File: config.mk
export PLATFORM = sky130hd
export DESIGN_NAME = adc_scan_ctrl
export DESIGN_NICKNAME = d
export VERILOG_FILES = /design/src/rtl/adc_scan_ctrl.sv
export SDC_FILE = /design/constraint.sdc
export NUM_CORES = 1
export LEC_CHECK = 0
export ABC_AREA = 1
export ABC_CLOCK_PERIOD_IN_PS = 2670
export CAP_MARGIN = 40
export CORE_MARGIN = 8
export CORE_UTILIZATION = 45
export CTS_CLUSTER_SIZE = 24
export DETAILED_ROUTE_END_ITERATION = 6
export HOLD_SLACK_MARGIN = 0.06
export MAX_ROUTING_LAYER = met4
export PLACE_DENSITY = 0.82
export SETUP_SLACK_MARGIN = 0.15
export SLEW_MARGIN = 25
export SYNTH_ARGS = -nofsm -noshare
export SYNTH_HDL_FRONTEND = slang
export SYNTH_SLANG_ARGS = --single-unit
File: constraint.sdc
create_clock -name clk -period 2.67 [get_ports clk]
set_input_delay 0.534 -clock clk [delete_from_list [all_inputs] [get_ports clk]]
set_output_delay 0.534 -clock clk [all_outputs]
set_load 0.02 [all_outputs]
File: src/rtl/adc_scan_ctrl.sv
// adc_scan_ctrl
// Periodically scans a set of multiplexed analog channels. Each scan begins
// on a period tick and visits the channels selected in ch_mask in ascending
// index order. For every channel the controller drives the mux select, waits
// for the input to settle, strobes the converter, and offers the result on a
// valid/ready handshake. A tick that arrives while a scan is still running is
// dropped and sets a sticky overrun flag.
//
// Ports
//   clk, rst_n            clock, asynchronous active-low reset
//   enable                scanning enabled
//   ch_mask[NUM_CH]       channel i is part of the scan when bit i is set
//   period[PER_W]         scan start interval in clk cycles (0 behaves as 1)
//   adc_data[BITS]        converter output for the selected channel
//   mux_sel[CH_W]         registered analog mux select
//   sample                one-cycle convert strobe
//   res_data, res_ch      result value and the channel it came from
//   res_valid, res_ready  result handshake
//   scan_done             one-cycle pulse after the last result of a scan
//   busy                  scan in progress (SETTLE, SAMPLE or PUSH)
//   overrun, overrun_clr  sticky dropped-tick flag and its clear
module adc_scan_ctrl #(
  parameter int BITS       = 12,
  parameter int NUM_CH     = 4,
  parameter int SETTLE_CYC = 8,
  parameter int PER_W      = 16,
  localparam int CH_W      = $clog2(NUM_CH)
) (
  input  logic              clk,
  input  logic              rst_n,
  input  logic              enable,
  input  logic [NUM_CH-1:0] ch_mask,
  input  logic [PER_W-1:0]  period,
  input  logic [BITS-1:0]   adc_data,
  output logic [CH_W-1:0]   mux_sel,
  output logic              sample,
  output logic [BITS-1:0]   res_data,
  output logic [CH_W-1:0]   res_ch,
  output logic              res_valid,
  input  logic              res_ready,
  output logic              scan_done,
  output logic              busy,
  output logic              overrun,
  input  logic              overrun_clr
);

  localparam int SC_W = $clog2(SETTLE_CYC + 1);

  typedef enum logic [2:0] {
    IDLE,
    WAIT,
    SETTLE,
    SAMPLE,
    PUSH
  } state_t;

  state_t state, state_nx;

  logic [PER_W-1:0]  per_cnt;
  logic [PER_W-1:0]  per_last;
  logic              tick;
  logic [SC_W-1:0]   settle_cnt;
  logic [NUM_CH-1:0] scan_mask;
  logic              abort_q;
  logic [CH_W-1:0]   first_ch;
  logic [CH_W-1:0]   next_ch;
  logic              next_ok;
  logic              transfer;

  // ---------------------------------------------------------------------
  // Period counter. A period of 0 is treated as 1, i.e. tick every cycle.
  // The >= compare lets a period shortened mid-count wrap immediately.
  // ---------------------------------------------------------------------
  assign per_last = (period == '0) ? '0 : period - PER_W'(1);
  assign tick     = enable && (per_cnt >= per_last);

  always_ff @(posedge clk or negedge rst_n) begin
    if (!rst_n) begin
      per_cnt <= '0;
    end else if (!enable || tick) begin
      per_cnt <= '0;
    end else begin
      per_cnt <= per_cnt + PER_W'(1);
    end
  end

  // ---------------------------------------------------------------------
  // Channel selection: lowest set bit of the live mask for a scan start,
  // next higher set bit of the latched mask for the following channel.
  // ---------------------------------------------------------------------
  always_comb begin
    first_ch = '0;
    next_ch  = '0;
    next_ok  = 1'b0;
    for (int unsigned i = NUM_CH; i > 0; i--) begin
      if (ch_mask[i-1]) begin
        first_ch = CH_W'(i - 1);
      end
      if (scan_mask[i-1] && (CH_W'(i - 1) > mux_sel)) begin
        next_ch = CH_W'(i - 1);
        next_ok = 1'b1;
      end
    end
  end

  assign transfer = (state == PUSH) && res_ready;

  // ---------------------------------------------------------------------
  // FSM: state register
  // ---------------------------------------------------------------------
  always_ff @(posedge clk or negedge rst_n) begin
    if (!rst_n) begin
      state <= IDLE;
    end else begin
      state <= state_nx;
    end
  end

  // ---------------------------------------------------------------------
  // FSM: next state
  // ---------------------------------------------------------------------
  always_comb begin
    state_nx = state;
    case (state)
      IDLE: begin
        if (enable) state_nx = WAIT;
      end
      WAIT: begin
        if (!enable)                     state_nx = IDLE;
        else if (tick && ch_mask != '0)  state_nx = SETTLE;
      end
      SETTLE: begin
        if (!enable)                                        state_nx = IDLE;
        else if (settle_cnt == SC_W'(SETTLE_CYC - 1))      state_nx = SAMPLE;
      end
      SAMPLE: begin
        state_nx = enable ? PUSH : IDLE;
      end
      PUSH: begin
        // A disable seen at any point while holding a result lets the
        // handshake finish, then abandons the scan without scan_done.
        if (transfer) begin
          if (!enable || abort_q) state_nx = IDLE;
          else if (next_ok)       state_nx = SETTLE;
          else                    state_nx = WAIT;
        end
      end
      default: state_nx = IDLE;
    endcase
  end

  // ---------------------------------------------------------------------
  // FSM: outputs decoded from state
  // ---------------------------------------------------------------------
  always_comb begin
    sample    = (state == SAMPLE);
    res_valid = (state == PUSH);
    busy      = (state == SETTLE) || (state == SAMPLE) || (state == PUSH);
  end

  // ---------------------------------------------------------------------
  // Datapath and status registers
  // ---------------------------------------------------------------------
  always_ff @(posedge clk or negedge rst_n) begin
    if (!rst_n) begin
      settle_cnt <= '0;
      scan_mask  <= '0;
      mux_sel    <= '0;
      res_data   <= '0;
      res_ch     <= '0;
      scan_done  <= 1'b0;
      abort_q    <= 1'b0;
      overrun    <= 1'b0;
    end else begin
      settle_cnt <= (state == SETTLE) ? settle_cnt + SC_W'(1) : '0;

      if (state == WAIT && state_nx == SETTLE) begin
        scan_mask <= ch_mask;
        mux_sel   <= first_ch;
      end else if (state == PUSH && state_nx == SETTLE) begin
        mux_sel <= next_ch;
      end

      if (state == SAMPLE) begin
        res_data <= adc_data;
        res_ch   <= mux_sel;
      end

      scan_done <= (state == PUSH) && (state_nx == WAIT);
      abort_q   <= (state == PUSH) && (abort_q || !enable);

      // A new overrun wins over a clear in the same cycle.
      if (tick && busy) begin
        overrun <= 1'b1;
      end else if (overrun_clr) begin
        overrun <= 1'b0;
      end
    end
  end

endmodule

; Word level (Yosys, flattened, before mapping)
; Cells that the tools add are included.
; Widths: inputs -> output; s select.
[totals]
regBits = 46
in_bits = 37
out_inout_bits = 21
[op_classes]
reduce_logical = 22
n_addsub = 3
order_cmp = 5
eq_ne = 7
mux = 29
[op_table]
columns = cell, count
row1 = $mux 16, 2
row2 = $mux 2, 12
row3 = $mux 3, 7
row4 = $add 16x1->16 const B, 1
row5 = $ge 16x16->1, 1
row6 = $logic_not 16->1, 1
row7 = $sub 16x1->16 const B, 1
row8 = $pmux 3 s5, 1
row9 = $logic_and 1x1->1, 12
row10 = $eq 3x2->1 const B, 3
row11 = $eq 3x1->1 const B, 2
row12 = $mux 1, 6
row13 = $add 4x1->4 const B, 1
row14 = $eq 4x3->1 const B, 1
row15 = $gt 1x2->1 const A, 2
row16 = $gt 2x2->1 const A, 2
row17 = $logic_or 1x1->1, 4
row18 = $mux 4, 1
row19 = $reduce_bool 2->1, 2
row20 = $reduce_bool 4->1, 1
row21 = $eq 3x3->1 const B, 1
row22 = $logic_not 3->1, 1
row23 = $logic_not 1->1, 1

; Logic depth before layout (Yosys ltp)
[logic_depth]
word_depth = 14
mapped_depth = 20
ltp_nobuf = 19

; Least setup slack after synthesis
; Ideal clock, no wire load.
[synth_path]
kind = input to register
startpoint = input period[2]
endpoint = register mux_sel[1]
path_slack_ns = -0.049
required_time_ns = 2.553
t_arrival_ns = 2.602
n_path_buf = 1
stages = 17
cell_sequence = nor2_1 > nand2_1 > nor3_1 > nand3b_1 > nor3_1 > xor2_1 > nand2_1 > ha_1 > a21oi_1 > o21ai_0 > nor2_1 > nand2_1 > nand4_1 > buf_2 > o21ai_0 > nand2_1 > nand2_1
[synth_via]
elab_chain_cells = 11
elab_cells_between_ends = 14
cone_classes = add/sub: 1 / order compare: 1 / eq/ne: 1 / mux: 5 / reduce/logical: 6
[synth_rtl]
columns = item, line_no
row1 = start: declaration, 33  ; input logic [PER_W-1:0] period,
row2 = $sub 16x1->16 / $logic_not 16->1 (equally long branches), 74  ; assign per_last = (period == '0) ? '0 : period - PER_W'(1);
row3 = $mux 16 *, 74
row4 = $ge 16x16->1 *, 75  ; assign tick = enable && (per_cnt >= per_last);
row5 = $logic_and 1x1->1 *, 75
row6 = $logic_and 1x1->1 *, 130  ; else if (tick && ch_mask != '0) state_nx = SETTLE;
row7 = $mux 3 *, 130
row8 = $mux 3 *, 129  ; if (!enable) state_nx = IDLE;
row9 = $pmux 3 s5 *, 124  ; case (state)
row10 = $eq 3x2->1 *, "177, 180"
row11 = "$logic_and 1x1->1, on equally long branches", "177, 180"
row12 = $mux 2 / $reduce_bool 2->1 (equally long branches), --
row13 = end signal: assignment, 179  ; mux_sel <= first_ch;
row14 = end signal: assignment, 181  ; mux_sel <= next_ch;
row15 = end: declaration, 35  ; output logic [CH_W-1:0] mux_sel,
; Mark *: on every way between the ends. The rest lies on a longest branch, timed or not.
; A chain may end at the register's enable or synchronous reset.

; Final worst setup path
[layout_path]
startpoint = input period[2]
endpoint = register state[0]
[layout_via]
elab_chain_cells = 8
elab_cells_between_ends = 9
cone_classes = add/sub: 1 / order compare: 1 / mux: 4 / reduce/logical: 3
[layout_rtl]
columns = item, line_no
row1 = $sub 16x1->16 / $logic_not 16->1 (equally long branches), 74
row2 = $mux 16 *, 74
row3 = $ge 16x16->1 *, 75
row4 = $logic_and 1x1->1 *, 75
row5 = $logic_and 1x1->1 *, 130
row6 = $mux 3 *, 130
row7 = $mux 3 *, 129
row8 = $pmux 3 s5 *, 124
row9 = via state_nx[0], 57  ; state_t state, state_nx;
row10 = end signal: assignment, 115  ; state <= state_nx;
row11 = end: declaration, 57
; The timed path passes the listed nets; every way through them passes the cells marked *.

==> results_dict.tcl <==
set metrics [dict create \
    core_mm2 0.006277 \
    overflow 0 \
    synthFlopType "dfrtp_1" \
    clk_latency_ns 0.31 \
    clock-root-buffer "clkbuf_8" \
    cp_cell_sequence "buf_8 -> nor2_4 -> nand2_2 -> nor3_4 -> nand3b_1 -> nor2_1 -> nand3_1 -> xnor2_1 -> nand2_1 -> ha_4 -> nand4_1 -> nor2_2 -> nand2_2 -> buf_6 -> a21oi_4 -> nand2_1 -> nand3_1 -> nand2_1" \
    first_iter_violations 250 \
    max_stage_delay_ns 0.30 \
    cpMostUsedCell "nand2_1" \
    grt_pass1_vias 3317 \
    vias_per_cell 5.868 \
    portBuffers 57 \
    reg2reg_setup_slack_ns 0.57 \
    maxCapViolCount 0 \
    pwr-share-comb_pct 24.3 \
    globalplace.congestion 0.9605 \
    cts_tree "built" \
    power.leakage_nw 2.156 \
    dp_hpwl_um 6129 \
    p_clk_share_pct 29.8 \
    yosysWarnings 0 \
    slowest_stage "ha_4" \
    switching_share_pct 30.36 \
    dp_cells 548 \
    hold_viol_final 0 \
    grt.met3_usage_pct 2.886 \
    drtAntennaViolNets 0 \
    ys_seq_area_share_pct 39.13 \
    grt_max_degree 25 \
    grt_pass1_wl_um 14570 \
    max_clock_freq_ghz 0.3322 \
    syn_area_mm2 0.002878 \
    finalCritPeriodShare_pct 112.7 \
    setup_tns_ns -4.355 \
    htreeDepth 2 \
    violations "setup timing" \
    routed_wl_um 10820 \
    drc 0 \
    drt-wirelength-per-cell_um 18.76 \
    antenna_found_initial 0 \
    slew_viol_final 0 \
    synth_cells 382 \
    final_cell_mix "nand2_1 (91), dfrtp_1 (45), inv_1 (42), buf_4 (42), clkdlybuf4s50_1 (40)" \
    grt.busiest_layer "met2" \
    worstPathArrival_ns 3.19 \
    crit_type "in -> reg" \
    cts.path.max_buffers 2 \
    p_sw_mw 0.4763 \
    die_area_mm2 0.009210 \
    power_frac_seq_pct 45.9 \
    met1_usage_pct 22.60 \
    ios 58 \
    power_density_mw_per_mm2 334.1 \
    die_h_um 95.97 \
    skew_ns 0.007259 \
    peakVddDrop_uv 439.4 \
    num_vias 3386 \
    fp.dieW_um 95.97 \
    layout-drive-gt1-share_pct 35.00 \
    insertedDiodeCount 0 \
    first_pass_iters 5 \
    ys_seq_elements 45 \
    crit_family "simple AND/OR/NAND/NOR gates" \
    rsz0062_at_grt "true" \
    crit_required_ns 2.85 \
    synth-edff-count 0 \
    path_buf_inv 2 \
    clkSinkCount 45 \
    start_kind "input pin" \
    power_mw 1.569 \
    hp-class "in -> async" \
    setup_ws_ns -0.3401 \
    grt_usage_pct 20.51 \
    period_needed_ns 3.010 \
    rows 29 \
    area.growth.synth_to_final_pct 63.17 \
    synthArstFlopShare_pct 100.0 \
    p_int_mw 1.092 \
    synth_cell_type_count 31 \
    slew_headroom_pct 61.97 \
    status "finished, violations left" \
    instances_no_fill 577 \
    initial_utilization_pct 45.84 \
    cp_max_fo 4 \
    clkSlewWorstSetupHoldPaths_ns 0.09 \
    critPathCaptureType "flop" \
    nets 556 \
    tightest_slew_ns 0.5661 \
    setup_viol 24 \
    cts_buffers 5 \
    syn_area_per_cell_um2 7.533 \
    synth_nets 439 \
    layout_commonest_cell "nand2_1" \
    met2_usage_pct 36.46 \
]
[power by group through the flow]
| stage | registers, mW | clock network, mW | logic, mW |
|---|---|---|---|
| final | 0.720 | 0.467 | 0.381 |
| after global routing | 0.723 | 0.490 | 0.406 |
| after CTS | 0.718 | 0.456 | 0.319 |
| after detailed placement | 0.731 | 0 | 0.288 |
| after global placement | 0.731 | 0 | 0.278 |
| after floorplan | 0.747 | 0 | 0.103 |
[through the flow]
stage               hold WS [ns]  setup slack [ns]  util, %  area (um2)
CTS                       0.2114          -0.04055    69.30        4350
floorplan                 0.2384           0.09854        -        3000
finish                    0.1965           -0.3401    74.81        4696
global placement          0.4417           -0.8214    62.37        3915
global route              0.2287           -0.4340    74.81        4696
detailed placement        0.4578           -0.8599    62.37        3915
[registers in the layout, indices dropped and copies added, names as in the netlist]
| name | cells |
|---|---|
| per_cnt | 16 |
| res_data | 12 |
| settle_cnt | 4 |
| scan_mask | 3 |
| state | 3 |
| mux_sel | 2 |
| res_ch | 2 |
| abort_q | 1 |
| overrun | 1 |
| scan_done | 1 |
[cell families (layout without fill, tap and decap cells)]
logic type	count (synthesis)	after routing	share of synthesized area (%)
and+or+nand+nor	216	216	34.65
xor gates and xnor gates	12	12	3.652
buffers and inverters	54	172	7.131
DFF	45	45	39.13
adders and majority gates	20	20	8.696
AOI/OAI and AO/OA	35	35	6.740
[synth_stat cells, types with 6 or more instances]
| cell type | n | area (um2) |
|---|---|---|
| a21oi_1 | 13 | 65.06 |
| dfrtp_1 | 45 | 1126 |
| ha_1 | 20 | 250.2 |
| inv_1 | 50 | 187.7 |
| nand2_1 | 107 | 401.6 |
| nand3_1 | 21 | 105.1 |
| nand4_1 | 10 | 62.56 |
| nor2_1 | 39 | 146.4 |
| nor3_1 | 11 | 55.05 |
| o21ai_0 | 15 | 75.07 |
| xnor2_1 | 6 | 52.55 |
| xor2_1 | 6 | 52.55 |
[metal layers]
layer  vias to the layer above  wire, um
li1                       1466         -
met4                         0       518
met1                      1653      4148
met2                       203      5494
met5                         -         0
met3                        64       661
[worst reg2reg max path: stages, from the launching register on]
cell	delay, ns
dfrtp_1	0.46
ha_1	0.25
nand3_2	0.12
nor2_4	0.15
nand2_2	0.09
nor2_4	0.16
nand3_2	0.14
nor3_4	0.28
nand3_2	0.11
nand2_1	0.09
nand2_1	0.09
nor2_4	0.10
[path summary, 6_finish.rpt]
path / depth (start not counted) / startpoint / endpoint
worst min register to register: 2 / res_data[10] / res_data[10]
worst min-delay path: 1 / rst_n / per_cnt[6]
min in group clk: 2 / res_data[10] / res_data[10]
max in group asynchronous: 2 / rst_n / per_cnt[14]
worst max-delay path: 18 / period[2] / state[0]
worst max register to register: 11 / per_cnt[1] / per_cnt[14]
[what timing repair did]
action | in CTS | in global routing
cloned | 3 | 0
endpoints found under the setup margin | 24 | 24
resized for setup | 90 | 77
buffers inserted | 15 | 3
pin swaps | 37 | 45
hold endpoints to repair | 0 | 0
hold buffers | 0 | 0
[final cells by class]
class	count	area, um2
Clock buffer	6	82.58
Clock inverter	2	13.76
Fill cell	391	1582
Inverter	50	215.2
Multi-Input combinational cell	283	2100
Sequential cell	45	1126
Tap cell	77	96.34
Timing Repair Buffer	114	1062
(Power assumes the default switching activity.)
==> RTL edit, RTL diff (same flow settings) <==
The 5 states of `state_t` get a Gray code encoding in 3 bits.
--- a/src/rtl/adc_scan_ctrl.sv
+++ b/src/rtl/adc_scan_ctrl.sv
@@ -49,7 +49,7 @@
   typedef enum logic [2:0] {
-    IDLE,
-    WAIT,
-    SETTLE,
-    SAMPLE,
-    PUSH
+    IDLE   = 3'b000,
+    WAIT   = 3'b001,
+    SETTLE = 3'b011,
+    SAMPLE = 3'b010,
+    PUSH   = 3'b110
   } state_t;
Function: no difference found for any inputs over 10 cycles, from zero or initial values and one cycle with rst_n low; not proved beyond that.
==> RTL edit against the original RTL <==
  * The flow still finishes with violations (negative setup slack)
  * Count of clock-buffer cells in the layout down 1
  * Design area down 4.5%
  * Sequential cell count unchanged
  * Fmax up 4.2%
  * Setup slack better by 0.12 ns
  * Wire length down 9.0%
  * Highest routed layer unchanged
  * Power up 13%
  * Area after synthesis about the same
  * Sequential power up 7.4%
==> RTL edit: results (changes against the original RTL) <==
* GRT Util Overall at 21.8% (+1.3 points)
* Dpl cells at 553 (+0.91%)
* Skew final at 0.00913 ns (+0.00187 ns)
* Final setup fails at 22 (-8.3%)
* Setup WS pre-CTS at -0.958 ns (-0.0982 ns)
* Global-route wire length before repair at 15500 um (+6.2%)
* Failing checks: negative setup slack
* Share of post-route cells with drive strength above 1 at 32.5% (-2.5 points)
* Hold Slack at 0.199 ns (+0.00294 ns)
* Post-Route WL at 9850 um (-9.0%)
* Worst setup path endpoint: mux_sel[1]$_DFFE_PN0P_
* Crit. Startpoint: period[0]
* RR Startpoint: per_cnt[7]$_DFF_PN0_
* Final RePlAce weighted congestion at 0.829 (-14%)
* Synth top cells by count: nand2_1 (113), inv_1 (50), dfrtp_1 (45), nor2_1 (39), ha_1 (20)
* Register area share after synthesis at 39.1% (about the same)
* Fin Setup TNS at -1.78 ns (+2.57 ns)
* Multi-input gate area at 1920 um2 (-8.8%)
* Number of fill cells at 419 (+7.2%)
* Initial DRC count at 223 (-11%)
* Leakage Power at 2.22 nW (+2.9%)
* Mapped Nets at 443 (+0.91%)
* Max_slew headroom at 64.4% (+2.5 points)
* Status: finished with violations
* Final WS setup at -0.219 ns (+0.121 ns)
* Fin cells at 576 (-0.17%)
[RTL edit: layer usage]
| layer | wire length [um] | vias to the layer above | global-route usage, % |
|---|---|---|---|
| met5 | 0 | - | - |
| met4 | 454 | 0 | 11.3 |
| met3 | 510 | 48 | 4.06 |
| met2 | 5110 | 151 | 37.4 |
| met1 | 3770 | 1519 | 23.5 |
| li1 | - | 1466 | - |
[RTL edit: cells by family after synthesis]
logic type,after synthesis
AO/OA/AOI/OAI,38
AND/OR/NAND/NOR,214
XOR/XNOR,10
buffers and inverters,59
adder cells (fa/ha/maj),20
flip-flops,45
[RTL edit: final cells by class]
type                    instances  share of cell area [%]
multi-input cells             282                    42.7
flip-flops and latches         45                    25.1
repair buffers                111                    22.6
inverters                      54                    5.08
well taps                      77                    2.15
clock buffers                   5                    1.54
clock inverters                 2                   0.781
[RTL edit: power by group]
part	internal, mW	leakage, nW	switching (mW)
logic	0.234	1.58	0.258
clock network	0.272	0.0540	0.236
registers	0.736	0.589	0.0367
